### src/rtl/btb_predictor.sv
// Direct-mapped branch target buffer with per-entry saturating direction counters.
// Combinational lookup on the Fetch PC; table updates from resolved branches in Decode.
module btb_predictor #(
    parameter int ENTRIES = 64,
    parameter int PC_W    = 32,
    parameter int TAG_W   = 12,
    parameter int CTR_W   = 2,
    parameter int CNT_W   = 16
) (
    input  logic             clk,
    input  logic             reset,
    input  logic             Branch,
    input  logic [PC_W-1:0]  PC,
    input  logic             UpdateEnable,
    input  logic             BranchTaken,
    input  logic [PC_W-1:0]  PCUpdate,
    input  logic [PC_W-1:0]  PCBranch,
    input  logic             Invalidate,
    output logic [PC_W-1:0]  PredictedTarget,
    output logic             Prediction,
    output logic             Hit,
    output logic [CNT_W-1:0] MispredictCount
);

    localparam int IDX_W = $clog2(ENTRIES);
    localparam logic [CTR_W-1:0] CTR_MAX  = {CTR_W{1'b1}};
    localparam logic [CTR_W-1:0] CTR_INIT = CTR_W'(1 << (CTR_W - 1));
    localparam logic [CNT_W-1:0] CNT_MAX  = {CNT_W{1'b1}};

    logic [ENTRIES-1:0] valid;
    logic [TAG_W-1:0]   tag_mem    [ENTRIES];
    logic [PC_W-1:0]    target_mem [ENTRIES];
    logic [CTR_W-1:0]   ctr_mem    [ENTRIES];

    logic [IDX_W-1:0] lookup_idx;
    logic [TAG_W-1:0] lookup_tag;
    logic [IDX_W-1:0] update_idx;
    logic [TAG_W-1:0] update_tag;
    logic             lookup_hit;
    logic             update_hit;
    logic [CTR_W-1:0] update_ctr;
    logic             mispredict;
    logic             allocate;
    logic             unused_pc_bits;

    assign lookup_idx = PC[IDX_W+1:2];
    assign lookup_tag = PC[IDX_W+TAG_W+1:IDX_W+2];
    assign update_idx = PCUpdate[IDX_W+1:2];
    assign update_tag = PCUpdate[IDX_W+TAG_W+1:IDX_W+2];

    // Only the index and tag fields of the PCs take part in lookup and update.
    assign unused_pc_bits = ^{PC, PCUpdate};

    assign lookup_hit      = valid[lookup_idx] && (tag_mem[lookup_idx] == lookup_tag);
    assign Hit             = lookup_hit;
    assign Prediction      = Branch && lookup_hit && ctr_mem[lookup_idx][CTR_W-1];
    assign PredictedTarget = lookup_hit ? target_mem[lookup_idx] : '0;

    assign update_hit = valid[update_idx] && (tag_mem[update_idx] == update_tag);
    assign update_ctr = ctr_mem[update_idx];
    assign mispredict = (update_hit && update_ctr[CTR_W-1]) != BranchTaken;
    assign allocate   = UpdateEnable && !update_hit && BranchTaken;

    always_ff @(posedge clk or negedge reset) begin
        if (!reset) begin
            valid <= '0;
        end else if (Invalidate) begin
            valid <= '0;
        end else if (allocate) begin
            valid[update_idx] <= 1'b1;
        end
    end

    // Payload storage is unreset; an edge taken while reset is low must not write it.
    always_ff @(posedge clk) begin
        if (reset && UpdateEnable && !Invalidate) begin
            if (update_hit) begin
                if (BranchTaken) begin
                    target_mem[update_idx] <= PCBranch;
                    if (update_ctr != CTR_MAX) begin
                        ctr_mem[update_idx] <= update_ctr + CTR_W'(1);
                    end
                end else if (update_ctr != '0) begin
                    ctr_mem[update_idx] <= update_ctr - CTR_W'(1);
                end
            end else if (BranchTaken) begin
                tag_mem[update_idx]    <= update_tag;
                target_mem[update_idx] <= PCBranch;
                ctr_mem[update_idx]    <= CTR_INIT;
            end
        end
    end

    // Counts mispredicts even for updates dropped by a concurrent Invalidate.
    always_ff @(posedge clk or negedge reset) begin
        if (!reset) begin
            MispredictCount <= '0;
        end else if (UpdateEnable && mispredict && MispredictCount != CNT_MAX) begin
            MispredictCount <= MispredictCount + CNT_W'(1);
        end
    end

endmodule

### config.mk
export PLATFORM = sky130hd
export DESIGN_NAME = btb_predictor
export DESIGN_NICKNAME = d
export VERILOG_FILES = /design/src/rtl/btb_predictor.sv
export SDC_FILE = /design/constraint.sdc
export NUM_CORES = 2
export LEC_CHECK = 0
export CAP_MARGIN = 20
export CORE_MARGIN = 4
export CORE_UTILIZATION = 45
export CTS_BUF_LIST = sky130_fd_sc_hd__clkbuf_2 sky130_fd_sc_hd__clkbuf_4 sky130_fd_sc_hd__clkbuf_8
export DETAILED_ROUTE_END_ITERATION = 8
export PLACE_DENSITY = 0.7
export SETUP_SLACK_MARGIN = 0.3
export SLEW_MARGIN = 20
export SYNTH_ARGS = -nofsm -noshare
export SYNTH_HDL_FRONTEND = slang
export SYNTH_SLANG_ARGS = --single-unit
export TNS_END_PERCENT = 50
### constraint.sdc
create_clock -name clk -period 10.6 [get_ports clk]
set_input_delay 3.18 -clock clk [delete_from_list [all_inputs] [get_ports clk]]
set_output_delay 3.18 -clock clk [all_outputs]
set_load 0.01 [all_outputs]
==> summary.md <==
| Metric | Value |
|---|---|
| Post-route cell area | between 100,000 and 150,000 um2 |
| CP max FO | 10 |
| Dpl ws | -0.6711 ns |
| Post-synth top cells | 2,944 x edfxtp_1, 1,037 x mux4_2, 205 x nor2_1 |
| Hold depth | 1 |
| Critical path class | input pin to output pin |
| Initial Util | 45.20% |
| Fin crit share | roughly 99% |
| Nets | 6,404 |
| Adder-Cell Fraction of Synth Area | less than 1% |
| DP Wirelength | between 150,000 and 200,000 um |
| Pwr/cell area | between 150 and 200 nW/um2 |
| Die height | 534.8 um |
| Synth cell types | 76 |
| Proportion of synthesized area in mux cells | 20.32% |
| Worst setup EP type | output pin |
| Setup-failing EPs final | 0 |
| Layout Utilization | slightly above 50% |
| CTS tree | done |
| Data required, critical path | 7.42 ns |
| Synthesized Nets | just under 6,000 |
| Post-Synth XOR/XNOR Area | 0.2034% |
| Critical Path Max Stage Delay | around 0.55 ns |
| Vias in the first global route | a little under 70,000 |
| Slowest CP cell | mux4_2 |
| Worst Hold Launch | MispredictCount[9]$_DFFE_PN0P_ |
| Share of layout cells above drive strength 1 | around 36% |
| Core Rows | between 150 and 200 |
| R2r endpoint | ctr_mem[3][0]$_DFFE_PP_ |
| Via density | 6.551 |
| Final hold violations | 0 |
| 1st-iter DRT viols | about 11,000 |
| Drt drc | 0 |
| Seq/Total Area, Yosys | roughly 72% |
| Area growth syn-to-layout | 13.65% |
| Initial antenna violation count | 20 |
| Final Worst Setup Slack | ~0.10 ns |
| Pre-antenna DRT Iters | 6 |
| Mapped Area | around 120,000 um2 |
| Post-DR wirelength/cell | approximately 34 um |
| Element type at the critical path start | input pin |
| CP Cell Sequence | buf_16, buf_16, buf_4, buf_16, mux4_2, mux4_2, mux4_2, xor2_1, nor4_2, nand4_1, buf_12, buf_16, buf_4, buf_6, a211oi_2, buf_2 |
| Yosys reg bits | around 3,000 |
| Synth area leaders | edfxtp_1 71%, mux4_2 19%, dfrtp_1 1.6% |
| Worst Tran Pin Value | ~1.2 ns |
| Syn Inst Count | roughly 5,800 |
| Port-buffer cells | 123 |
| CTS sink cnt | ~3,000 |
| Yosys warns | 0 |
| Finished Layout Cells | roughly 10,000 |
| Mean post-synth cell area | about 22 um2 |
| Worst EP arrival | 7.32 ns |
| Max IR drop VDD | 0.1328 mV |
| FFs w/ async S/R, synth | approximately 2.6% |
| Largest net degree at the start of global routing | about 140 |
| Synth Flop Type | edfxtp_1 |
| CTS Buf Count | 465 |
| Leak pwr | 0.04457 uW |
| Max frequency | ~95 MHz |
| Top-area cell type share of the netlist area | a little over two thirds |
| First-pass GRT wire length | between 500,000 and 600,000 um |
| Grt total ovfl | 0 |
| Overall routing resource usage | around a quarter |
| Skew-Pair Late Insertion Delay | 1.12 ns |
| Compound-gate portion of the synthesized area | 2.615% |
| Largest family of logic cells by synthesized area | multiplexers |
| Core area | 276,300 um2 |
| DIE AREA | 286,000 um2 |
| Max cap viols | 0 |
| Drt total wl | ~360,000 um |
| Crit path top cell by count | buf_16 |
| H-tree depth | 5 |
| Placed insts | roughly 9,500 |
| Clk root buf | clkbuf_8 |
| Simple-gate share of the synthesized area | under 10% |
| Worst r2r src | tag_mem[63][6]$_DFFE_PP_ |
| Die W | between 500 and 600 um |
| Placed instance area | 132,000 um2 |
| Most common cell in the netlist | edfxtp_1 |
| Final min period | ~10 ns |
| Hold Path Class | flop to flop |
| Hold EP | MispredictCount[9]$_DFFE_PN0P_ |
| Skew final | approximately 0.16 ns |
| Io pins | between 150 and 200 |
| Yosys top cell by area | edfxtp_1 |
| Clock Pin Slew Worst Setup and Hold Paths | around 0.070 ns |
| R2r setup slk | 5.65 ns |
| R2r worst-path depth | 11 |
| RSZ-0062 raised after global routing | yes |
| Status | finished, final reports clean |
| Post-synth EDFFs | around 3,000 |
| CTS max path bufs | 4 |
| Routability cong. | 0.8959 |
| Relative slew slack | between 10% and 20% |
| Routed vias | between 60,000 and 70,000 |
| Final Max Slew Viols | 0 |
| DRT antenna net count | 0 |
[worst max-delay path, delay by kind of cell]
family	cells	cell delay [ns]
buffers and inverters	9	1.49
XOR/XNOR	1	0.18
AO/OA/AOI/OAI	1	0.15
multiplexers	3	1.63
AND/OR/NAND/NOR	2	0.64
[sequential cells by signal, summed over array words and instances (netlist names)]
name,count
MispredictCount,16
valid,64
ctr_mem,128
target_mem,2048
tag_mem,768
[final cells by class]
type / instances / area [um2]
Tap cell: 3705 / 4636
Clock buffer: 589 / 7350
Multi-Input combinational cell: 2314 / 33140
Inverter: 11 / 41.29
Antenna cell: 10 / 25.02
Clock inverter: 255 / 1866
Sequential cell: 3024 / 90410
Fill cell: 21280 / 134300
Timing Repair Buffer: 485 / 4457
[through the flow]
| step | power [uW] | hold slack (ns) | setup TNS (ns) |
|---|---|---|---|
| global route | 25180 | 0.5209 | 0 |
| finish | 24390 | 0.5089 | 0 |
| detailed placement | 14910 | 0.4936 | -14.15 |
| global placement | 14880 | 0.4860 | -14.51 |
| floorplan | 14300 | 0.4734 | 0 |
| CTS | 24490 | 0.5119 | 0 |
[layout by cell type, fill, tap and decap left out, drive strengths merged, types with 98 or more instances in the layout]
cell type  count
nand2         98
mux2i        175
nor2         206
clkbuf       590
a22oi        147
mux4        1037
clkinv       210
buf          427
edfxtp      2944
[worst max-delay path by stage]
stage               start                  end  slack (ns)  depth (start not counted)
detailed placement  PC[2]   PredictedTarget[2]       -0.67                         15
floorplan           PC[2]  PredictedTarget[11]        0.86                         11
CTS                 PC[2]  PredictedTarget[17]        0.05                         15
global placement    PC[2]   PredictedTarget[2]       -0.69                         15
global route        PC[2]  PredictedTarget[21]        0.05                         16
finish              PC[2]  PredictedTarget[15]        0.10                         16
[report_power, final]
| group | switching, uW | internal, uW | total [uW] | leakage (uW) |
|---|---|---|---|---|
| clock | 4630 | 5050 | 9680 | 0.00487 |
| sequential | 20.3 | 13200 | 13200 | 0.0276 |
| combinational | 894 | 624 | 1520 | 0.0121 |
[layer usage]
layer	vias to the layer above	routed length, um	GRT usage, %
met5	-	90	0
met4	14	16010	9.615
met3	927	45950	6.634
met2	5057	164500	37.20
met1	36050	130100	34.21
li1	26030	-	-
[kinds of logic after synthesis]
group / count (synthesis)
flip-flops: 3024
multiplexers: 1236
AND/OR/NAND/NOR: 611
AO/OA/AOI/OAI: 437
buffers and inverters: 429
XOR/XNOR: 29
adder cells (fa/ha/maj): 1
[what timing repair did]
item,CTS,global route
hold buffers,0,0
cloned,5,0
setup buffers,19,10
endpoints found under the setup margin,34,34
pin swaps,8,3
resized for setup,113,35
No activity file was read; power rests on OpenSTA's default activity.
